## src/rtl/dsp_sub_arb_pkg.sv

```systemverilog
// rtl/dsp_sub_arb_pkg.sv - shared widths, tag type and round-robin pick for dsp_sub_arbiter
package dsp_sub_arb_pkg;

  localparam int VALUE_WIDTH = 32;
  localparam int NUM_REQ     = 4;
  localparam int ID_W        = (NUM_REQ > 1) ? $clog2(NUM_REQ) : 1;
  localparam int RES_W       = 2*VALUE_WIDTH + 1;
  localparam int MAX_REQ     = 32;
  localparam int MAX_IW      = $clog2(MAX_REQ);

  typedef struct packed {
    logic            vld;
    logic [ID_W-1:0] id;
  } tag_t;

  // One-hot grant: first valid requester after ptr, wrapping modulo n.
  function automatic logic [MAX_REQ-1:0] rr_pick(
    input logic [MAX_REQ-1:0] valid,
    input int                 ptr,
    input int                 n
  );
    logic [MAX_REQ-1:0] grant;
    logic [MAX_IW-1:0]  idx;
    grant = '0;
    for (int i = 1; i <= MAX_REQ; i++) begin
      idx = MAX_IW'((ptr + i) % n);
      if (i <= n && grant == '0 && valid[idx]) grant[idx] = 1'b1;
    end
    return grant;
  endfunction

endpackage

```

## src/rtl/dsp_sub_rsp_fifo.sv

```systemverilog
// rtl/dsp_sub_rsp_fifo.sv - synchronous response FIFO of {id, data}; wrap bit separates full from empty
module dsp_sub_rsp_fifo #(
  parameter int WIDTH = 8,
  parameter int DEPTH = 8
) (
  input  logic             i_clk,
  input  logic             i_areset,
  input  logic             i_push,
  input  logic [WIDTH-1:0] i_push_data,
  input  logic             i_pop,
  output logic [WIDTH-1:0] o_data,
  output logic             o_empty
);
  localparam int AW = $clog2(DEPTH);

  logic [WIDTH-1:0] mem [DEPTH];
  logic [AW:0]      wr_ptr, rd_ptr;
  logic             full, do_push, do_pop;

  assign o_empty = (wr_ptr == rd_ptr);
  assign full    = (wr_ptr[AW] != rd_ptr[AW]) && (wr_ptr[AW-1:0] == rd_ptr[AW-1:0]);
  assign do_pop  = i_pop & ~o_empty;
  assign do_push = i_push & (~full | do_pop);
  // Gated so the outputs read 0 whenever nothing is queued, including in reset.
  assign o_data  = o_empty ? '0 : mem[rd_ptr[AW-1:0]];

  always_ff @(posedge i_clk) begin
    if (do_push) mem[wr_ptr[AW-1:0]] <= i_push_data;
  end

  always_ff @(posedge i_clk or posedge i_areset) begin
    if (i_areset) begin
      wr_ptr <= '0;
      rd_ptr <= '0;
    end else begin
      if (do_push) wr_ptr <= wr_ptr + 1'b1;
      if (do_pop)  rd_ptr <= rd_ptr + 1'b1;
    end
  end
endmodule

```

## src/rtl/dsp_sub_arbiter.sv

```systemverilog
// rtl/dsp_sub_arbiter.sv - round-robin sharing of one dsp_sub pipeline with tagged, queued responses
// Optional macro DSP_SUB_ARB_STATS_EN adds saturating issue/block counters.
module dsp_sub_arbiter
  import dsp_sub_arb_pkg::*;
#(
  parameter int VALUE_WIDTH = dsp_sub_arb_pkg::VALUE_WIDTH,
  parameter int NUM_REQ     = dsp_sub_arb_pkg::NUM_REQ,
  parameter int DSP_LATENCY = 4,
  parameter int FIFO_DEPTH  = 8,
  localparam int ID_W       = (NUM_REQ > 1) ? $clog2(NUM_REQ) : 1,
  localparam int RES_W      = 2*VALUE_WIDTH + 1
) (
  input  logic                           i_clk,
  input  logic                           i_areset,
  input  logic [NUM_REQ-1:0]             i_req_valid,
  output logic [NUM_REQ-1:0]             o_req_ready,
  input  logic [NUM_REQ*VALUE_WIDTH-1:0] i_req_a,
  input  logic [NUM_REQ*VALUE_WIDTH-1:0] i_req_b,
  input  logic [NUM_REQ*VALUE_WIDTH-1:0] i_req_c,
  output logic [VALUE_WIDTH-1:0]         o_dsp_a,
  output logic [VALUE_WIDTH-1:0]         o_dsp_b,
  output logic [VALUE_WIDTH-1:0]         o_dsp_c,
  input  logic [RES_W-1:0]               i_dsp_out,
  output logic                           o_rsp_valid,
  input  logic                           i_rsp_ready,
  output logic [ID_W-1:0]                o_rsp_id,
  output logic [RES_W-1:0]               o_rsp_data
`ifdef DSP_SUB_ARB_STATS_EN
  ,
  output logic [31:0]                    o_issue_cnt,
  output logic [31:0]                    o_block_cnt
`endif
);
  localparam int CW = $clog2(FIFO_DEPTH + 1);

  logic [ID_W-1:0]       ptr, win_id;
  logic [CW-1:0]         credit_used;
  logic                  credits_out, issue, pop, fifo_empty;
  logic [MAX_REQ-1:0]    pick;
  logic [NUM_REQ-1:0]    grant;
  tag_t                  issue_tag, tail_tag;
  tag_t                  tag_pipe [DSP_LATENCY];
  logic [ID_W+RES_W-1:0] fifo_data;

  assign credits_out = (credit_used == CW'(FIFO_DEPTH));
  assign pick        = rr_pick(MAX_REQ'(i_req_valid), int'(ptr), NUM_REQ);
  // Reset holds the grant low so nothing is accepted while state is cleared.
  assign grant       = (i_areset || credits_out) ? '0 : pick[NUM_REQ-1:0];
  assign o_req_ready = grant;
  assign issue       = |grant;
  assign pop         = o_rsp_valid & i_rsp_ready;
  assign tail_tag    = tag_pipe[DSP_LATENCY-1];

  always_comb begin
    win_id = '0;
    for (int i = 0; i < NUM_REQ; i++)
      if (grant[i]) win_id = ID_W'(i);
  end

  // issue_tag travels with o_dsp_*; the pipe behind it matches the dsp_sub latency.
  always_ff @(posedge i_clk or posedge i_areset) begin
    if (i_areset) begin
      ptr         <= ID_W'(NUM_REQ - 1);
      credit_used <= '0;
      issue_tag   <= '0;
      o_dsp_a     <= '0;
      o_dsp_b     <= '0;
      o_dsp_c     <= '0;
    end else begin
      issue_tag <= {issue, win_id};
      if (issue) begin
        ptr     <= win_id;
        o_dsp_a <= i_req_a[int'(win_id)*VALUE_WIDTH +: VALUE_WIDTH];
        o_dsp_b <= i_req_b[int'(win_id)*VALUE_WIDTH +: VALUE_WIDTH];
        o_dsp_c <= i_req_c[int'(win_id)*VALUE_WIDTH +: VALUE_WIDTH];
      end
      if (issue && !pop)      credit_used <= credit_used + CW'(1);
      else if (!issue && pop) credit_used <= credit_used - CW'(1);
    end
  end

  always_ff @(posedge i_clk or posedge i_areset) begin
    if (i_areset) begin
      for (int i = 0; i < DSP_LATENCY; i++) tag_pipe[i] <= '0;
    end else begin
      tag_pipe[0] <= issue_tag;
      for (int i = 1; i < DSP_LATENCY; i++) tag_pipe[i] <= tag_pipe[i-1];
    end
  end

  dsp_sub_rsp_fifo #(
    .WIDTH (ID_W + RES_W),
    .DEPTH (FIFO_DEPTH)
  ) u_rsp_fifo (
    .i_clk       (i_clk),
    .i_areset    (i_areset),
    .i_push      (tail_tag.vld),
    .i_push_data ({tail_tag.id, i_dsp_out}),
    .i_pop       (pop),
    .o_data      (fifo_data),
    .o_empty     (fifo_empty)
  );

  assign o_rsp_valid = ~fifo_empty;
  assign o_rsp_id    = fifo_data[RES_W +: ID_W];
  assign o_rsp_data  = fifo_data[RES_W-1:0];

`ifdef DSP_SUB_ARB_STATS_EN
  always_ff @(posedge i_clk or posedge i_areset) begin
    if (i_areset) begin
      o_issue_cnt <= '0;
      o_block_cnt <= '0;
    end else begin
      if (issue && o_issue_cnt != '1) o_issue_cnt <= o_issue_cnt + 32'd1;
      if (|i_req_valid && credits_out && o_block_cnt != '1) o_block_cnt <= o_block_cnt + 32'd1;
    end
  end
`endif
endmodule

```

## config.mk

```make
export PLATFORM = sky130hd
export DESIGN_NAME = dsp_sub_arbiter
export DESIGN_NICKNAME = d
export VERILOG_FILES = /design/src/rtl/dsp_sub_arb_pkg.sv /design/src/rtl/dsp_sub_rsp_fifo.sv /design/src/rtl/dsp_sub_arbiter.sv
export SDC_FILE = /design/constraint.sdc
export NUM_CORES = 1
export LEC_CHECK = 0
export ABC_AREA = 1
export CAP_MARGIN = 15
export CORE_ASPECT_RATIO = 1.1
export CORE_MARGIN = 5
export CORE_UTILIZATION = 55
export DETAILED_ROUTE_END_ITERATION = 8
export PLACE_DENSITY = 0.83
export SKIP_CTS_REPAIR_TIMING = 1
export SYNTH_ARGS = -nofsm -noshare
export SYNTH_HDL_FRONTEND = slang
export SYNTH_SLANG_ARGS = --single-unit
```

## constraint.sdc

```tcl
create_clock -name i_clk -period 8 [get_ports i_clk]
set_input_delay 1.2 -clock i_clk [delete_from_list [all_inputs] [get_ports i_clk]]
set_output_delay 1.2 -clock i_clk [all_outputs]
set_load 0.05 [all_outputs]
```

==> results of run 1 <==
[synth_stat cells, drive strengths merged]
library cell,n
a21o,1
a21oi,98
a31oi,68
buf,70
clkbuf,120
dfrtp,123
dfstp,2
edfxtp,536
fa,1
ha,13
inv,421
nand2,806
nand3,22
nand4,1
nor2,445
o21ai,438
o21bai,1
o22ai,67
o31ai,1
or2,1
xnor2,4
xor2,6
[logic make-up after synthesis]
logic type | count (synthesis) | synth area share
XOR/XNOR | 10 | 0.00288
adder cells (fa/ha/maj) | 14 | 0.00600
AND/OR/NAND/NOR | 1275 | 0.161
buffers and inverters | 611 | 0.0816
flip-flops | 661 | 0.632
AO/OA/AOI/OAI | 674 | 0.117
[layout make-up]
type                       count  area, um2
tap                          736        921
fill                        3918      15600
multi-input combinational   1973       8800
sequential                   661      19200
clock inverter                30        374
clock buffer                  93       1870
antenna                        5       12.5
timing repair buffer         646       6430
inverter                     421       1600
[flip-flops by register name, summed over array words and instances, names as in the netlist]
name,cells
o_dsp_a,32
o_dsp_c,32
ptr,2
u_rsp_fifo.rd_ptr,4
u_rsp_fifo.mem,536
tag_pipe,12
o_dsp_b,32
u_rsp_fifo.wr_ptr,4
issue_tag,3
credit_used,4
[cell usage in the layout (no fill, tap or decap), drive strengths merged]
cell	instances
o21ai	438
dfstp	2
nand4	1
o21bai	1
o31ai	1
clkinv	16
buf	23
dfrtp	123
edfxtp	536
clkbuf	93
a21oi	98
a31oi	68
diode	5
a21o	1
xnor2	4
clkdlybuf4s50	623
o22ai	67
clkinvlp	3
bufinv	7
xor2	6
nand2	806
or2	1
ha	13
inv	425
fa	1
nand3	22
nor2	445
[critical path: stages, from the launching register on]
cell	delay [ns]
dfrtp_4	0.79
inv_4	0.63
nand2_1	0.11
nand3_1	0.11
a21oi_1	0.06
inv_1	0.06
nor2_1	0.05
inv_2	0.67
buf_4	0.46
o21ai_0	0.20
a31oi_1	0.35
clkdlybuf4s50_1	0.87
[through the flow]
step / hold WS, ns / std cells
2_1_floorplan: 0.331 / 3245
3_3_place_gp: 0.332 / 4437
3_5_place_dp: 0.335 / 4437
4_1_cts: 0.340 / 4560
5_1_grt: 0.342 / 4564
6_report: 0.337 / 4565
[worst max-delay path by stage]
stage / startpoint / end / slack (ns) / cells past startpoint
after floorplan: i_areset / o_req_ready[3] / 1.51 / 7
after CTS: u_rsp_fifo.rd_ptr[1] / o_rsp_id[1] / 1.83 / 11
after global routing: u_rsp_fifo.rd_ptr[1] / o_rsp_id[1] / 1.55 / 11
final: u_rsp_fifo.rd_ptr[1] / o_rsp_id[1] / 1.81 / 11
after detailed placement: i_req_valid[0] / credit_used[3] / 2.19 / 27
after global placement: i_req_valid[0] / credit_used[3] / 2.24 / 27
[per-layer routing]
layer / wire length, um / global-route usage
met3: 7830 / 0.0543
met4: 3740 / 0.114
met5: 41 / 0
met1: 34400 / 0.385
met2: 46700 / 0.504
==> impl_metrics.json, run 1 <==
{
  "cts_tree": "done",
  "seq_area_frac_synth": 0.632,
  "setup_tns_ns": 0,
  "vias_per_cell": 5.41,
  "final_hold_viol_count": 0,
  "synth_nets": 3715,
  "synth_area_leaders": "edfxtp_1, dfrtp_1, nand2_1, o21ai_0, nor2_1",
  "hold_depth": 0,
  "utilization": 0.715,
  "drive_above_1_share": 0.0426,
  "crit_path_end_kind": "primary output",
  "first_pass_iters": 8,
  "synth-seq-cells": 661,
  "synth_cells": 3245,
  "pre_cts_ws_ns": 2.19,
  "hold_start": "tag_pipe[3]",
  "cts_root_buf": "clkbuf_16",
  "core_area_um2": 54800,
  "initial_core_util": 0.555,
  "drt_iter0_drc": 2349,
  "cts_sinks": 661,
  "synth_area_per_cell_um2": 9.38,
  "fp.dieW_um": 234,
  "yosysWarnings": 0,
  "reg2regPathDepth": 27,
  "holdCritPathClass": "reg -> reg",
  "row_count": 90,
  "clockBufferDepth": 3,
  "fin_skew_ns": 0.0205,
  "grt_overflow_total": 0,
  "placed_cell_area_um2": 37000,
  "gp_congestion": 0.955,
  "start_kind": "flop",
  "finalSetupViolCount": 0,
  "vias": 24700,
  "criticalPathCategory": "reg -> out",
  "status": "complete, no violations",
  "rrSetupSlack_ns": 2.70,
  "slew_headroom": 0.231,
  "yosysTopAreaCell": "edfxtp_1",
  "antenna_left": 0,
  "io_buffer_count": 623,
  "grt_max_degree": 196,
  "grt_pass1_vias": 23400,
  "routedWlPerCell_um": 20.3,
  "min_period_ns": 6.19,
  "maxCapViolCount": 0,
  "setup_ws_ns": 1.81,
  "final_area_um2": 39200,
  "finalCritPeriodShare": 0.773,
  "clk_latency_ns": 0.59,
  "track_usage": 0.298,
  "yosys.cell_types.count": 33,
  "r2r-end": "credit_used[3]",
  "cts.htree.levels": 3,
  "worstPathArrival_ns": 4.99,
  "final_max_slew_viol_count": 0,
  "final_net_count": 4240,
  "crit_fanout": 64,
  "grt_pass1_wl_mm": 138,
  "rsz0062_at_grt": "false",
  "reg2reg_from": "ptr[0]",
  "antenna_found_initial": 7,
  "dp_hpwl_mm": 60.6,
  "die_h_um": 257,
  "dieArea_um2": 60100,
  "area_growth_syn_to_layout_pct": 28.9,
  "synth_top_area_share": 0.529,
  "drt-total-wl_mm": 92.7,
  "max_freq_mhz": 162,
  "io_pins": 624,
  "tightest_slew_ns": 1.15,
  "netlist_area_um2": 30400,
  "min_to": "tag_pipe[0]",
  "path_clk_slew_ns": 0.06,
  "drc_errors": 0,
  "cts_made_buffers": 67,
  "required_ns": 6.80
}
Power of run 1 is not shown: default switching activity piles up to over one toggle a cycle in this logic, so the estimate is an artifact.
==> run 2: changes to the inputs <==
--- a/config.mk
+++ b/config.mk
@@ -9,9 +9,9 @@
 export CAP_MARGIN = 15
 export CORE_ASPECT_RATIO = 1.1
 export CORE_MARGIN = 5
-export CORE_UTILIZATION = 55
+export CORE_UTILIZATION = 47
 export DETAILED_ROUTE_END_ITERATION = 8
-export PLACE_DENSITY = 0.83
+export PLACE_DENSITY = 0.75
 export SKIP_CTS_REPAIR_TIMING = 1
 export SYNTH_ARGS = -nofsm -noshare
 export SYNTH_HDL_FRONTEND = slang
==> constraint.sdc (replaced) <==
create_clock -name i_clk -period 5.4 [get_ports i_clk]
set_input_delay 0.81 -clock i_clk [delete_from_list [all_inputs] [get_ports i_clk]]
set_output_delay 0.81 -clock i_clk [all_outputs]
set_load 0.05 [all_outputs]
==> impl_metrics.json, run 2 (synthesis gave the netlist of run 1 again) <==
{
  "drt-total-wl_mm": 95.3,
  "tightest_slew_ns": 1.06,
  "cts_sinks": 661,
  "placed_cell_area_um2": 37400,
  "worst_hold_slack_ns": 0.335,
  "io_buffer_count": 623,
  "hold_start": "tag_pipe[4]",
  "grt_pass1_wl_mm": 141,
  "hold_depth": 0,
  "max_freq_mhz": 209,
  "cp-startpoint": "ptr[0]",
  "die_h_um": 277,
  "cts_tree": "done",
  "row_count": 97,
  "required_ns": 4.59,
  "worstPathArrival_ns": 3.98,
  "grt_max_degree": 136,
  "min_to": "tag_pipe[1]",
  "path_clk_slew_ns": 0.07,
  "gp_congestion": 0.992,
  "io_pins": 624,
  "initial_core_util": 0.476,
  "regArea_um2": 19200,
  "final_area_um2": 39500,
  "drive_above_1_share": 0.0461,
  "dieArea_um2": 69900,
  "finalSetupViolCount": 0,
  "antenna_left": 0,
  "final_common_cell": "nand2_1",
  "slew_headroom": 0.295,
  "vias": 24400,
  "crit_fanout": 9,
  "holdCritPathClass": "reg -> reg",
  "criticalPathCategory": "reg -> out",
  "finalCritPeriodShare": 0.886,
  "rrSetupSlack_ns": 1.12,
  "grt_overflow_total": 0,
  "status": "complete, no violations",
  "final.fill_count": 5202,
  "drt_iter0_drc": 1951,
  "dp_hpwl_mm": 63.9,
  "cts.htree.levels": 3,
  "cts_made_buffers": 67,
  "rsz0062_at_grt": "false",
  "vias_per_cell": 5.21,
  "antenna_found_initial": 19,
  "place_inst": 4558,
  "first_pass_iters": 6,
  "grt_pass1_vias": 22900,
  "maxCapViolCount": 0,
  "layout_common_cells": "nand2_1, clkdlybuf4s50_1, edfxtp_1",
  "multi_input_area_um2": 8800,
  "final_net_count": 4256,
  "reg2reg_from": "ptr[0]",
  "fp.dieW_um": 253,
  "track_usage": 0.262,
  "start_kind": "flop",
  "final_hold_viol_count": 0,
  "r2r-end": "o_dsp_b[17]",
  "routedWlPerCell_um": 20.3,
  "min_period_ns": 4.79,
  "reg2regPathDepth": 22,
  "drc_errors": 0,
  "largest_reg_flops": 536,
  "cts_root_buf": "clkbuf_16",
  "setup_tns_ns": 0,
  "final_cells": 4686,
  "final_max_slew_viol_count": 0,
  "fin_skew_ns": 0.0264,
  "crit_path_end_kind": "primary output",
  "area_growth_syn_to_layout_pct": 29.9,
  "clk_latency_ns": 0.60,
  "clockBufferDepth": 3,
  "core_area_um2": 64000
}
-- run 2: layout make-up --
class                   count  share of cell area
diodes                      5            0.000316
clock buffers              83              0.0458
clock inverters            40             0.00842
inverters                 421              0.0403
multi-input cells        1973               0.223
flip-flops and latches    661               0.486
well taps                 841              0.0266
repair buffers            662               0.169
-- run 2: per-stage QoR --
stage,util,setup slack (ns)
after floorplan,-,0.387
after global placement,0.584,1.06
after detailed placement,0.584,0.978
after CTS,0.618,0.575
after global routing,0.618,0.294
final,0.618,0.615
-- run 2: metal layers --
layer	wire length, um	global-route usage	part of all wire
met1	35500	0.326	0.37
met2	48500	0.453	0.51
met3	7220	0.0490	0.076
met4	3940	0.106	0.041
met5	76	0	0.00080
-- run 2: how the worst max path moves through the flow --
stage,endpoint,slack (ns)
after global routing,o_req_ready[1],0.29
after global placement,o_req_ready[1],1.06
after detailed placement,o_dsp_b[12],0.98
after CTS,o_req_ready[1],0.57
final,o_req_ready[1],0.61
after floorplan,credit_used[3],0.39
-- run 2: critical path, stage by stage (launching register included) --
cell	delay, ns
dfstp_2	0.63
inv_2	0.13
ha_1	0.34
inv_1	0.08
nand3_1	0.10
nand2_2	0.10
o31ai_4	0.09
nand3_1	0.13
nand3_1	0.13
inv_1	0.07
nand3_2	0.07
nand3_1	0.08
nor2_2	0.16
nand3_1	0.09
nand2_1	0.15
nand2_1	0.10
inv_1	0.08
clkdlybuf4s50_1	0.84
Power of run 2 is left out for the same reason.
